## src/rtl/slew_ctl.sv

```systemverilog
// Drive side of the slew-limiter interface: setpoint handshake, rate-limited tick
// generation and settle detection. Define SLEW_CTL_TIMEOUT_EN to add the RAMP tick-count timeout on err.

// state    | meaning
// ---------+---------------------------------------------------------------
// S_IDLE   | ready for a request; set_out holds the last setpoint
// S_SETTLE | new set_out presented, waiting SETTLE clocks before trusting motion
// S_RAMP   | limiter still slewing; divider paces ticks, settle counter guards exit
// S_DONE   | one-cycle done pulse, then back to idle

module slew_ctl #(
    parameter int dw     = 16,
    parameter int pw     = 16,
    parameter int SETTLE = 3
) (
    input  logic          clk,
    input  logic          rst,
    input  logic          req_val,
    input  logic [dw-1:0] req_data,
    output logic          req_rdy,
    input  logic [pw-1:0] period,
    input  logic          abort,
    input  logic          motion,
    output logic [dw-1:0] set_out,
    output logic          tick,
    output logic          busy,
    output logic          done,
    output logic          err
);

    localparam int sw = ($clog2(SETTLE + 1) < 2) ? 2 : $clog2(SETTLE + 1);
    localparam logic [sw-1:0] settle_ld  = sw'(SETTLE);
    localparam logic [pw-1:0] period_min = pw'(2);

    typedef enum logic [1:0] {
        S_IDLE   = 2'd0,
        S_SETTLE = 2'd1,
        S_RAMP   = 2'd2,
        S_DONE   = 2'd3
    } state_t;

    state_t        state;
    state_t        state_nxt;
    logic [sw-1:0] settle_cnt;
    logic [pw-1:0] div;
    logic [pw-1:0] period_eff;
    logic          accept;
    logic          settle_zero;
    logic          div_zero;
    logic          step;
    logic          timeout;

    assign period_eff  = (period < period_min) ? period_min : period;
    assign accept      = (state == S_IDLE) && req_val;
    assign settle_zero = (settle_cnt == '0);
    assign div_zero    = (div == '0);

    // A terminal count with the limiter already at target issues no step, so a
    // divider shorter than the settle window cannot keep re-arming the guard.
    assign step = (state == S_RAMP) && !abort && !timeout && div_zero && motion;

`ifdef SLEW_CTL_TIMEOUT_EN
    localparam logic [dw:0] tick_lim = {1'b1, {dw{1'b0}}};

    logic [dw:0] tick_cnt;
    logic        err_q;

    assign timeout = (state == S_RAMP) && !abort && (tick_cnt > tick_lim);
    assign err     = err_q;

    always_ff @(posedge clk or posedge rst) begin
        if (rst) begin
            tick_cnt <= '0;
            err_q    <= 1'b0;
        end else if (accept) begin
            tick_cnt <= '0;
            err_q    <= 1'b0;
        end else begin
            if (step) begin
                tick_cnt <= tick_cnt + (dw + 1)'(1);
            end
            if (timeout) begin
                err_q <= 1'b1;
            end
        end
    end
`else
    assign timeout = 1'b0;
    assign err     = 1'b0;
`endif

    always_ff @(posedge clk or posedge rst) begin
        if (rst) begin
            state <= S_IDLE;
        end else begin
            state <= state_nxt;
        end
    end

    always_comb begin
        state_nxt = state;
        unique case (state)
            S_IDLE: begin
                if (accept) begin
                    state_nxt = S_SETTLE;
                end
            end
            S_SETTLE: begin
                if (abort) begin
                    state_nxt = S_IDLE;
                end else if (settle_zero) begin
                    state_nxt = motion ? S_RAMP : S_DONE;
                end
            end
            S_RAMP: begin
                if (abort) begin
                    state_nxt = S_IDLE;
                end else if (timeout) begin
                    state_nxt = S_DONE;
                end else if (settle_zero && !motion) begin
                    state_nxt = S_DONE;
                end
            end
            S_DONE: begin
                state_nxt = S_IDLE;
            end
            default: begin
                state_nxt = S_IDLE;
            end
        endcase
    end

    always_comb begin
        req_rdy = 1'b0;
        busy    = 1'b0;
        done    = 1'b0;
        unique case (state)
            S_IDLE:   req_rdy = !rst;
            S_SETTLE: busy    = 1'b1;
            S_RAMP:   busy    = 1'b1;
            S_DONE:   done    = 1'b1;
            default: begin
                req_rdy = 1'b0;
            end
        endcase
    end

    // Settle counter, divider, setpoint and the registered step strobe.
    always_ff @(posedge clk or posedge rst) begin
        if (rst) begin
            set_out    <= '0;
            tick       <= 1'b0;
            settle_cnt <= '0;
            div        <= '0;
        end else begin
            tick <= step;
            if (accept) begin
                set_out    <= req_data;
                settle_cnt <= settle_ld;
            end else if (state == S_SETTLE) begin
                if (!settle_zero) begin
                    settle_cnt <= settle_cnt - sw'(1);
                end else begin
                    div <= period_eff;
                end
            end else if (state == S_RAMP) begin
                if (step) begin
                    settle_cnt <= settle_ld;
                end else if (!settle_zero) begin
                    settle_cnt <= settle_cnt - sw'(1);
                end
                if (div_zero) begin
                    div <= period_eff;
                end else begin
                    div <= div - pw'(1);
                end
            end
        end
    end

endmodule

```

## config.mk

```make
export PLATFORM = sky130hd
export DESIGN_NAME = slew_ctl
export DESIGN_NICKNAME = d
export VERILOG_FILES = /design/src/rtl/slew_ctl.sv
export SDC_FILE = /design/constraint.sdc
export NUM_CORES = 1
export LEC_CHECK = 0
export CAP_MARGIN = 5
export CORE_MARGIN = 3
export CORE_UTILIZATION = 43
export DETAILED_ROUTE_END_ITERATION = 8
export PLACE_DENSITY = 0.76
export SLEW_MARGIN = 20
export SYNTH_ARGS = -nofsm -noshare
export SYNTH_HDL_FRONTEND = slang
export SYNTH_SLANG_ARGS = --single-unit
```

## constraint.sdc

```tcl
create_clock -name clk -period 2.3 [get_ports clk]
set_clock_uncertainty 0.15 [all_clocks]
set_input_delay 0.46 -clock clk [delete_from_list [all_inputs] [get_ports clk]]
set_output_delay 0.46 -clock clk [all_outputs]
set_load 0.03 [all_outputs]
```

==> run metrics, run 1 <==
Peak VDD IR 1.065 mV; CP Capture Type flip-flop; Avg Inst Size Synth 10.11 um^2; Final min period 2.329 ns; Avg WL per Cell 16.67 um; hpwl dp 4014 um; max frequency 429.4 MHz; I/O pin count 58; Syn Std Cell Area 0.002063 mm^2; Slew Viols, Final 0; outcome finished, violations left; worst path required time 2.39 ns; Num CTS Buffers 5; die width 75.27 um; worst slack at placement -0.01099 ns; Non-Filler Instances 339; CP Launch Type flip-flop; postcts setup bufs 0; Die Ht 75.27 um; core footprint 0.004504 mm^2; total negative slack -0.02929 ns; failing checks setup timing; Root Buffer clkbuf_8; Layout Utilization 68.19%; CP max stage delay 0.59 ns; Area growth syn-to-layout 48.88%; top_reg_cell synth dfrtp_1; vias in the first global route 1895; CP Max Fanout 4; RSZ-0062 raised after global routing yes; initial antenna violation count 0; cells along the critical path or4_4, or4_4, buf_4, or3_1, nand3_1; die area 0.005666 mm^2; static leakage 1.296 nW; Max-Cap Viols 0; critical path arrival 2.41 ns; design area 0.003072 mm^2; NumNets Final 330; port bufs 56; Syn. warnings 0; Clock Tree Buf Depth 2; Most common cell on crit path or4_4; all-layer global routing usage 20.53%; top cell type's share of synthesized area 44.88%; antenna viol nets, final 0; Tightest Pin Transition 0.7171 ns; Routed WL 5650 um; largest net degree at the start of global routing 38; drt first-iter violations 144; CTS tree done; register area share after synthesis 44.88%; overall power 4.532 mW; # diodes 0; # fillers 366; vias 1921; Clk pin slew, worst setup/hold paths 0.08 ns; area leader, netlist dfrtp_1; gr ovfl total 0; unique cell type count in the Yosys netlist 44; Post-synth EDFFs 0; min-delay worst type flip-flop to flip-flop; Via-to-Cell Ratio 5.667; clock latency on the worst-skew pair 0.30 ns; placed insts 330; Synth area leaders dfrtp_1 (45%), mux2_2 (8.7%), ha_1 (4.2%); kind of critical path flip-flop to flip-flop; GPL Wtd Cong 0.8733; Post-synth ARST share 100.0%; hold slack 0.3603 ns; Initial Util 45.81%; cells after synthesis 204; dpl cell area 0.002845 mm^2; final hold vios 0; slowest cell on the critical path or4_4; crit share post-route 101.3%; Seq cells post-synth 37; DR DRC count 0; final worst slack -0.02886 ns; first-pass GRT wire length 8838 um; Slew HR 51.59%; CTS Hold Bufs 0; DR pass1 iterations 4; PD cells 1475 mW/mm^2; Clock Sinks 37; # rows 24; layout cells sized above 1 25.09%; CTS H-tree depth 2; Post-Syn Nets 248; # setup viols final 2
[where the power goes]
group / internal (mW) / switching [mW]
sequential: 0.972 / 0.198
clock: 0.437 / 0.264
combinational: 1.25 / 1.41
[registers in the layout, indices dropped and copies added, names as in the netlist]
signal,cells
div,16
settle_cnt,2
set_out,16
tick,1
state,2
[cells in the mapped netlist, types with 2 or more instances]
cell,instances
a211o_1,2
a21oi_1,8
a22oi_1,4
a2bb2oi_1,2
and3_1,4
buf_4,2
buf_6,2
clkbuf_1,6
dfrtp_1,37
ha_1,7
inv_1,11
mux2_2,16
mux2i_1,6
nand2_1,15
nand2b_1,3
nand3_1,7
nand3b_1,4
nand4_1,4
nor2_1,6
nor2b_1,2
nor3_1,8
nor4_1,6
o211ai_1,3
o21ai_0,11
o41ai_1,2
or3_1,3
or4_1,5
or4_4,2
[routing by layer]
layer | global-route usage (%) | share of wire [%]
met1 | 25.38 | 43
met2 | 34.04 | 49
met3 | 6.008 | 5.3
met4 | 7.573 | 2.5
met5 | 0 | 0
[cells in the final DEF, fill, tap and decap left out, types with 5 or more instances in the layout]
master	n
ha_1	7
mux2_2	16
nor4_1	6
a21oi_1	8
dfrtp_1	37
nor3_1	7
o21ai_0	6
inv_1	10
mux2i_1	6
nor2_1	5
buf_4	28
nand2_1	15
nand3_1	7
clkdlybuf4s50_1	54
clkbuf_8	5
[layout make-up]
class                      instances  area, um^2  share of cell area (%)
sequential                        37       925.9                   30.14
timing repair buffer              86       792.0                   25.78
tap                               52       65.06                   2.118
inverter                          11       41.29                   1.344
multi-input combinational        145        1110                   36.13
clock buffer                       5       68.82                   2.240
clock inverter                     3       68.82                   2.240
[worst max-delay path: cells and delay by family, from the launching register on]
kind,cells,cell delay (ns)
and+or+nand+nor,4,1.54
DFF,1,0.39
buffers and inverters,1,0.18
[path summary, 6_finish.rpt]
kind                                         from                        end  slack (ns)  cells after the start
max                            div[4]$_DFFE_PP0P_  settle_cnt[1]$_DFFE_PP0P_       -0.03                      5
min                        set_out[9]$_DFFE_PP0P_     set_out[9]$_DFFE_PP0P_        0.36                      1
max reg2reg                    div[4]$_DFFE_PP0P_  settle_cnt[1]$_DFFE_PP0P_       -0.03                      5
min reg2reg                set_out[9]$_DFFE_PP0P_     set_out[9]$_DFFE_PP0P_        0.36                      1
max in group asynchronous                     rst     set_out[5]$_DFFE_PP0P_        1.21                      3
min in group asynchronous                     rst         div[3]$_DFFE_PP0P_        0.46                      3
[kinds of logic (layout without fill, tap and decap cells)]
kind of cell,count (synthesis),after routing,share of synthesized area (%)
AOI/OAI and AO/OA,40,40,12.86
adders and majority gates,7,7,4.245
buffers and inverters,23,105,5.336
DFF,37,37,44.88
muxes,22,22,11.64
other,1,1,0.1818
and+or+nand+nor,74,75,20.86
[repair_timing]
action,in CTS,in global routing
gates resized for setup,6,19
endpoints found under the setup margin,9,19
cloned,1,0
pin swaps,2,5
Note: power is estimated with default switching activity, not from simulation.
==> inputs of run 2 (changes only) <==
--- a/config.mk
+++ b/config.mk
@@ -7,9 +7,9 @@
 export LEC_CHECK = 0
 export CAP_MARGIN = 5
 export CORE_MARGIN = 3
-export CORE_UTILIZATION = 43
+export CORE_UTILIZATION = 51
 export DETAILED_ROUTE_END_ITERATION = 8
-export PLACE_DENSITY = 0.76
+export PLACE_DENSITY = 0.84
 export SLEW_MARGIN = 20
 export SYNTH_ARGS = -nofsm -noshare
 export SYNTH_HDL_FRONTEND = slang
==> constraint.sdc (replaced) <==
create_clock -name clk -period 2.7 [get_ports clk]
set_clock_uncertainty 0.15 [all_clocks]
set_input_delay 0.54 -clock clk [delete_from_list [all_inputs] [get_ports clk]]
set_output_delay 0.54 -clock clk [all_outputs]
set_load 0.03 [all_outputs]
==> run metrics, run 2 (synthesis gave the netlist of run 1 again) <==
outcome complete, no violations; cells along the critical path inv_1, ha_1, or4b_1, or4_4, nand2b_2, o21ai_0, a211o_1; total negative slack 0 ns; all-layer global routing usage 21.10%; CP Capture Type flip-flop; biggest regs div: 16 flops, set_out: 16 flops; flop2flop setup slack 0.11 ns; Clock Sinks 37; clock latency on the worst-skew pair 0.29 ns; Peak VDD IR 0.7729 mV; crit share post-route 95.95%; commonest non-fill, non-tap cell in the layout clkdlybuf4s50_1; core footprint 0.003771 mm^2; CTS Hold Bufs 0; slowest cell on the critical path or4_4; Max-Cap Viols 0; initial antenna violation count 0; drt first-iter violations 202; min-delay worst type flip-flop to flip-flop; Routed WL 5013 um; die width 69.61 um; max frequency 386.0 MHz; Root Buffer clkbuf_8; # diodes 0; CP Max Fanout 15; GPL Wtd Cong 0.8901; Initial Util 54.71%; hpwl dp 3817 um; gr ovfl total 0; largest net degree at the start of global routing 38; Clock Tree Buf Depth 2; vias 1824; worst path required time 2.72 ns; Layout Utilization 72.93%; die area 0.004845 mm^2; antenna viol nets, final 0; # rows 22; vias in the first global route 1774; CP max stage delay 0.55 ns; Clk pin slew, worst setup/hold paths 0.07 ns; Via-to-Cell Ratio 5.865; PD cells 1179 mW/mm^2; critical path arrival 2.61 ns; # setup viols final 0; CTS tree done; Final min period 2.591 ns; DR pass1 iterations 4; first-pass GRT wire length 8328 um; # fillers 282; commonest non-fill, non-tap cells in the layout clkdlybuf4s50_1 (56), dfrtp_1 (37), mux2_2 (16), nand2_1 (15); Tightest Pin Transition 0.7146 ns; Slew HR 51.76%; post-CTS resize count 0; static leakage 1.128 nW; kind of critical path flip-flop to flip-flop; RSZ-0062 raised after global routing no; CTS H-tree depth 2; Slew Viols, Final 0; postcts setup bufs 0; CP Launch Type flip-flop; DR DRC count 0; Area growth syn-to-layout 33.29%; Num CTS Buffers 5; Die Ht 69.61 um; final hold vios 0; port bufs 56; layout cells sized above 1 12.93%; NumNets Final 306; I/O pin count 58; Avg WL per Cell 16.12 um
-- run 2: cell types whose count changed in the layout (fill, tap and decap cells not counted), sizes merged, moves of 2 or more --
cell           change
buf               -23
bufinv             -2
clkdlybuf4s50      +2
clkinv             +2
-- run 2: layer usage --
metal	wire length [um]	track usage (%)	part of all wire [%]	vias up
met4	33	5.857	0.66	0
met3	277	3.913	5.5	4
met1	1985	26.92	40	893
li1	-	-	-	865
met5	0	0	0	-
met2	2717	36.44	54	62
-- run 2: path summary, 6_finish.rpt --
path,from,to,cells past startpoint
setup / recovery,div[0]$_DFFE_PP0P_,div[3]$_DFFE_PP0P_,7
hold / removal,set_out[6]$_DFFE_PP0P_,set_out[6]$_DFFE_PP0P_,1
setup reg to reg,div[0]$_DFFE_PP0P_,div[3]$_DFFE_PP0P_,7
hold reg to reg,set_out[6]$_DFFE_PP0P_,set_out[6]$_DFFE_PP0P_,1
max in group asynchronous,rst,set_out[8]$_DFFE_PP0P_,3
min in group asynchronous,rst,div[13]$_DFFE_PP0P_,3
-- run 2: power by group --
part           switching, mW  total (mW)  internal, mW
sequential             0.220        1.05         0.829
clock                  0.187       0.365         0.179
combinational           1.01        1.83         0.816
-- run 2: layout make-up --
class	count	area (um^2)	area share [%]
inverters	11	41.29	1.501
well taps	48	60.06	2.184
clock buffers	6	72.57	2.639
flip-flops and latches	37	925.9	33.67
clock inverters	2	10.01	0.3640
multi-input cells	144	1027	37.35
repair buffers	63	613.1	22.29
-- run 2: worst max-delay path: cells and delay by family, from the launching register on --
family	cells	cell delay (ns)
AOI/OAI and AO/OA	2	0.43
adders and majority gates	1	0.16
buffers and inverters	1	0.12
DFF	1	0.40
and+or+nand+nor	3	1.22
-- run 2: metrics by stage --
stage,area (um^2),hold WS (ns),power (mW),worst slack (ns),instances
2_1_floorplan,2063,0.3419,2.277,0.2877,204
3_3_place_gp,2668,0.3357,2.818,0.2240,303
3_5_place_dp,2668,0.3446,2.885,0.1312,303
4_1_cts,2750,0.3606,3.259,0.1235,311
5_1_grt,2750,0.3743,3.473,0.008434,311
6_report,2750,0.3546,3.243,0.1093,311
